==> src/rtl/cpu_pkg.sv <==
// Shared CPU definitions: reset vector, NOP encoding, opcodes and the fetch FSM encoding.
package cpu_pkg;

  localparam logic [31:0] RESET_PC_DEFAULT = 32'h0000_0000;
  localparam logic [31:0] NOP_INSTR        = 32'h0000_0000;

  localparam logic [5:0] OP_RTYPE = 6'b000000;
  localparam logic [5:0] OP_SLTI  = 6'b000001;
  localparam logic [5:0] OP_LW    = 6'b000100;
  localparam logic [5:0] OP_SW    = 6'b000101;
  localparam logic [5:0] OP_ADDI  = 6'b000111;
  localparam logic [5:0] OP_BEQ   = 6'b000110;

  typedef enum logic {
    S_REQ  = 1'b0,
    S_HOLD = 1'b1
  } fetch_state_e;

  function automatic logic [31:0] word_align(input logic [31:0] addr);
    return {addr[31:2], 2'b00};
  endfunction

endpackage

==> src/rtl/fetch_skid.sv <==
// One-entry skid buffer holding an acked instruction and its pc+4 while decode is stalled.
// Clear wins over load so a redirect always discards whatever would be captured.
module fetch_skid
  import cpu_pkg::*;
(
  input  logic        clk,
  input  logic        rst_n,
  input  logic        load_i,
  input  logic        clear_i,
  input  logic [31:0] data_i,
  input  logic [31:0] pc4_i,
  output logic [31:0] data_o,
  output logic [31:0] pc4_o,
  output logic        valid_o
);

  logic [31:0] data_q;
  logic [31:0] pc4_q;
  logic        valid_q;

  always_ff @(posedge clk) begin
    if (!rst_n) begin
      data_q  <= NOP_INSTR;
      pc4_q   <= 32'h0;
      valid_q <= 1'b0;
    end else if (clear_i) begin
      valid_q <= 1'b0;
    end else if (load_i) begin
      data_q  <= data_i;
      pc4_q   <= pc4_i;
      valid_q <= 1'b1;
    end
  end

  assign data_o  = data_q;
  assign pc4_o   = pc4_q;
  assign valid_o = valid_q;

endmodule

==> src/rtl/fetch_stage.sv <==
// Instruction fetch: pc register, single-outstanding imem request FSM and IF/ID register.
// A word acked under stall parks in the skid buffer; branch redirect beats stall and ack.
module fetch_stage
  import cpu_pkg::*;
#(
  parameter logic [31:0] RESET_PC = RESET_PC_DEFAULT
) (
  input  logic        clk,
  input  logic        rst_n,
  input  logic        stall,
  input  logic        branch_taken,
  input  logic [31:0] branch_target,
  output logic        imem_req,
  output logic [31:0] imem_addr,
  input  logic        imem_ack,
  input  logic [31:0] imem_rdata,
  output logic [31:0] if_id_instr,
  output logic [31:0] if_id_pc4,
  output logic        if_id_valid,
  output logic [5:0]  opcode
);

  fetch_state_e state_q, state_d;
  logic [31:0]  pc_q, pc_d;
  logic [31:0]  instr_q, instr_d;
  logic [31:0]  pc4_q, pc4_d;
  logic         valid_q, valid_d;

  logic         skid_load, skid_clear, skid_valid;
  logic [31:0]  skid_data, skid_pc4;
  logic [31:0]  pc_plus4;
  logic         accept;

  assign pc_plus4 = pc_q + 32'd4;
  assign accept   = (state_q == S_REQ) && imem_ack;

  always_ff @(posedge clk) begin
    if (!rst_n) state_q <= S_REQ;
    else        state_q <= state_d;
  end

  always_comb begin
    state_d = state_q;
    if (branch_taken) begin
      state_d = S_REQ;
    end else begin
      case (state_q)
        S_REQ:   if (imem_ack && stall) state_d = S_HOLD;
        S_HOLD:  if (!stall) state_d = S_REQ;
        default: state_d = S_REQ;
      endcase
    end
  end

  // Gated by rst_n so no request leaks out while reset is held.
  always_comb begin
    imem_req = rst_n && (state_q == S_REQ);
  end

  always_comb begin
    pc_d       = pc_q;
    instr_d    = instr_q;
    pc4_d      = pc4_q;
    valid_d    = valid_q;
    skid_load  = 1'b0;
    skid_clear = 1'b0;
    if (branch_taken) begin
      pc_d       = word_align(branch_target);
      instr_d    = NOP_INSTR;
      valid_d    = 1'b0;
      skid_clear = 1'b1;
    end else if (state_q == S_HOLD) begin
      if (!stall) begin
        instr_d    = skid_data;
        pc4_d      = skid_pc4;
        valid_d    = skid_valid;
        skid_clear = 1'b1;
      end
    end else if (accept) begin
      pc_d = pc_plus4;
      if (stall) begin
        skid_load = 1'b1;
      end else begin
        instr_d = imem_rdata;
        pc4_d   = pc_plus4;
        valid_d = 1'b1;
      end
    end else if (!stall) begin
      instr_d = NOP_INSTR;
      valid_d = 1'b0;
    end
  end

  always_ff @(posedge clk) begin
    if (!rst_n) begin
      pc_q    <= RESET_PC;
      instr_q <= NOP_INSTR;
      pc4_q   <= 32'h0;
      valid_q <= 1'b0;
    end else begin
      pc_q    <= pc_d;
      instr_q <= instr_d;
      pc4_q   <= pc4_d;
      valid_q <= valid_d;
    end
  end

  fetch_skid u_skid (
    .clk     (clk),
    .rst_n   (rst_n),
    .load_i  (skid_load),
    .clear_i (skid_clear),
    .data_i  (imem_rdata),
    .pc4_i   (pc_plus4),
    .data_o  (skid_data),
    .pc4_o   (skid_pc4),
    .valid_o (skid_valid)
  );

  assign imem_addr   = word_align(pc_q);
  assign if_id_instr = instr_q;
  assign if_id_pc4   = pc4_q;
  assign if_id_valid = valid_q;
  assign opcode      = instr_q[31:26];

endmodule

==> config.mk <==
export PLATFORM = sky130hd
export DESIGN_NAME = fetch_stage
export DESIGN_NICKNAME = d
export VERILOG_FILES = /design/src/rtl/cpu_pkg.sv /design/src/rtl/fetch_skid.sv /design/src/rtl/fetch_stage.sv
export SDC_FILE = /design/constraint.sdc
export NUM_CORES = 1
export LEC_CHECK = 0
export ABC_AREA = 1
export CAP_MARGIN = 20
export CORE_MARGIN = 2
export CORE_UTILIZATION = 52
export CTS_BUF_LIST = sky130_fd_sc_hd__clkbuf_8
export DETAILED_ROUTE_END_ITERATION = 12
export PLACE_DENSITY = 0.83
export RECOVER_POWER = 25
export SLEW_MARGIN = 5
export SYNTH_ARGS = -nofsm -noshare
export SYNTH_HDL_FRONTEND = slang
export SYNTH_SLANG_ARGS = --single-unit
export TNS_END_PERCENT = 20
==> constraint.sdc <==
create_clock -name clk -period 1.77 [get_ports clk]
set_input_delay 0.354 -clock clk [delete_from_list [all_inputs] [get_ports clk]]
set_output_delay 0.354 -clock clk [all_outputs]
set_load 0.005 [all_outputs]
==> impl_metrics.csv <==
group,metric,value,unit
clock_tree,cts.sink_count,157,
timing,setup_viol,0,
setup_path,worstPathCellList,"ha_1 -> nand2_1 -> nor2_4 -> nand2_4 -> nor2_4 -> nand2_1 -> nand2_1 -> nand2_1 -> o21ai_0 -> inv_1",
finish,final_cells,1370,
setup_path,startpoint,"pc_q[3]",
yosys,yosys-top-cells-area,"dfxtp_1, nand2_1, nor2_1",
floorplan,std_cell_rows,43,
grt,grt_use_met2,0.452,
pwr,p_per_area,811,nW/um2
yosys,syn-cell-area,7210,um2
detailed_routing,vias_per_cell,5.39,
grt,use_met3,0.0538,
setup_path,critPathKind,"register to register",
timing,drv_slew,0,
floorplan,pin_count,173,
pwr,ir_drop,0.517,mV
timing,rsz0062_at_grt,"yes",
timing,finalCritPeriodShare,0.985,
yosys,synth_common_cells,"nand2_1, dfxtp_1, nor2_1",
yosys,syn_avg_cell_area,7.08,um2
yosys,ys_types,33,
detailed_routing,wirelength,20.7,mm
clock_tree,ctsHtreeMaxLevel,4,
yosys,synthCells,1018,
setup_path,max_stage_delay,0.34,ns
clock_tree,cts_made_buffers,17,
finish,area_growth,33.6,%
status,status,"completed",
grt,antenna_found_initial,0,
yosys,synth_edf_count,0,
finish,multi_input_area,3430,um2
clock_tree,path_clk_slew,0.08,ns
detailed_routing,num_vias,7390,
setup_path,r2r-start,"pc_q[3]",
setup_path,cp_slowest_cell,"dfxtp_2",
clock_tree,cts_tree,"done",
grt,overflow,0,
grt,grt_max_degree,53,
detailed_routing,wl_per_cell,15.1,um
floorplan,die_w,122,um
clock_tree,clk-insertion-delay-late,0.45,ns
setup_path,crit_path_end_kind,"register",
detailed_routing,drt_first_iter_violations,953,
timing,worst_pin_slew,0.666,ns
yosys,ys_ff_latch,157,
grt,grt_usage,0.281,
yosys,yosysMostFrequentCell,"nand2_1",
hold_path,hold_path_class,"register to register",
setup_path,cp_common_cell,"nand2_1",
floorplan,core_area,13700,um2
detailed_routing,drc,0,
finish,seq_area,3190,um2
place,place_congestion,0.952,
clock_tree,clock_path_buffers,2,
floorplan,die_area,14800,um2
grt,busiest_layer,"met2",
place,portBuffers,166,
finish,utilization,0.702,
timing,final.min_clock_period,1.74,ns
floorplan,die_h,122,um
grt,grt_first_pass_wirelength,32.8,mm
setup_path,start_kind,"register",
floorplan,start_util,0.525,
setup_path,arrival,2.09,ns
yosys,ys_warn_count,0,
timing,whs,0.475,ns
setup_path,required,2.12,ns
yosys,synth_top_cell_by_area,"dfxtp_1",
timing,max_freq,0.573,GHz
finish,nets,1247,
timing,hold_viol,0,
detailed_routing,ant_nets,0,
timing,skew,0.0115,ns
pwr,leakagePower,3.91,nW
job,cap_violations,0,
place,dp.cells,1336,
yosys,yosysTopAreaCellShare,0.436,
yosys,synthArstFlopShare,0,
hold_path,hp-start,"u_skid.data_o[16]",
grt,grt_pass1_vias,6676,
clock_tree,cts_hold_buf,0,
place,dp_hpwl,14.0,mm
detailed_routing,drtPass1Iterations,5,
yosys,synthFlopType,"dfxtp_1",
grt,grt_use_met1,0.372,
clock_tree,cts_root_buffer,"clkbuf_8",
yosys,seq_area_frac_synth,0.436,
finish,drive_gt1_frac,0.120,
finish,fill_cells,1120,
timing,relSlewSlack,0.556,
setup_path,worstPathMaxFanout,5,
final cells by class:
class | count | area share
Timing Repair Buffer | 210 | 0.214
Tap cell | 180 | 0.0234
Clock inverter | 12 | 0.0178
Sequential cell | 157 | 0.331
Multi-Input combinational cell | 714 | 0.356
Inverter | 77 | 0.0300
Clock buffer | 19 | 0.0272
Antenna cell | 1 | 0.000260
per-stage QoR:
stage / total power [mW] / setup TNS, ns / instance area (um2) / worst slack, ns
6_report: 7.81 / 0 / 9630 / 0.0258
5_1_grt: 8.12 / -0.195 / 9630 / -0.0302
4_1_cts: 7.82 / -0.0398 / 9590 / -0.0398
3_5_place_dp: 4.96 / -7.62 / 9130 / -0.154
3_3_place_gp: 4.93 / -5.73 / 9130 / -0.0964
2_1_floorplan: 4.40 / 0 / 7220 / 0.241
routing by layer:
metal / vias to the layer above / wire (um)
li1: 3604 / -
met4: 0 / 549
met1: 3376 / 8810
met5: - / 0
met2: 374 / 9610
met3: 36 / 1770
sequential cells by signal, summed over array words and instances (netlist names):
register	count
u_skid.valid_o	1
state_q	1
u_skid.pc4_o	30
if_id_instr	32
if_id_pc4	30
pc_q	30
u_skid.data_o	32
if_id_valid	1
worst paths after layout:
| path | to | slack [ns] | depth (start not counted) |
|---|---|---|---|
| hold reg to reg | if_id_instr[16] | 0.47 | 2 |
| hold / removal | if_id_instr[16] | 0.47 | 2 |
| setup reg to reg | u_skid.pc4_o[28] | 0.03 | 10 |
| setup / recovery | u_skid.pc4_o[28] | 0.03 | 10 |
power by group:
part	switching, mW	internal, mW
clock	1.33	1.59
combinational	0.539	0.523
sequential	0.125	3.70
total	2.00	5.82
what timing repair did:
| item | in CTS | in global routing |
|---|---|---|
| endpoints found under the setup margin | 25 | 30 |
| setup buffers | 1 | 1 |
| gates resized for setup | 30 | 18 |
| pin swaps | 0 | 1 |
worst max-delay path, delay by kind of cell (launching register included):
family                     cells  cell delay [ns]
and+or+nand+nor                7             0.87
buffers and inverters          1             0.05
adders and majority gates      1             0.22
AOI/OAI and AO/OA              1             0.17
DFF                            1             0.34
cells in the final DEF (no fill, tap or decap), drive strengths merged, types with 2 or more instances in the layout:
master	instances
o21ai	104
dfxtp	157
dlymetal6s2s	5
bufinv	4
buf	42
xor2	11
clkbuf	22
nand2	238
nor3	3
nor2	159
dlygate4sd2	5
a21oi	79
nand3	54
and2	2
conb	4
clkinvlp	4
inv	78
a22o	7
a31oi	42
a21o	3
clkdlybuf4s50	153
xnor2	4
dlygate4sd3	2
clkinv	3
cell families (layout without fill, tap and decap cells):
| group | after synthesis | count (layout) | share of synthesized area |
|---|---|---|---|
| AOI/OAI and AO/OA | 238 | 238 | 0.178 |
| DFF | 157 | 157 | 0.436 |
| buffers and inverters | 150 | 318 | 0.0910 |
| and+or+nand+nor | 456 | 456 | 0.269 |
| xor gates and xnor gates | 15 | 15 | 0.0234 |
| other | 1 | 5 | 0.000520 |
| adders and majority gates | 1 | 1 | 0.00174 |
No activity file was read; power rests on OpenSTA's default activity.
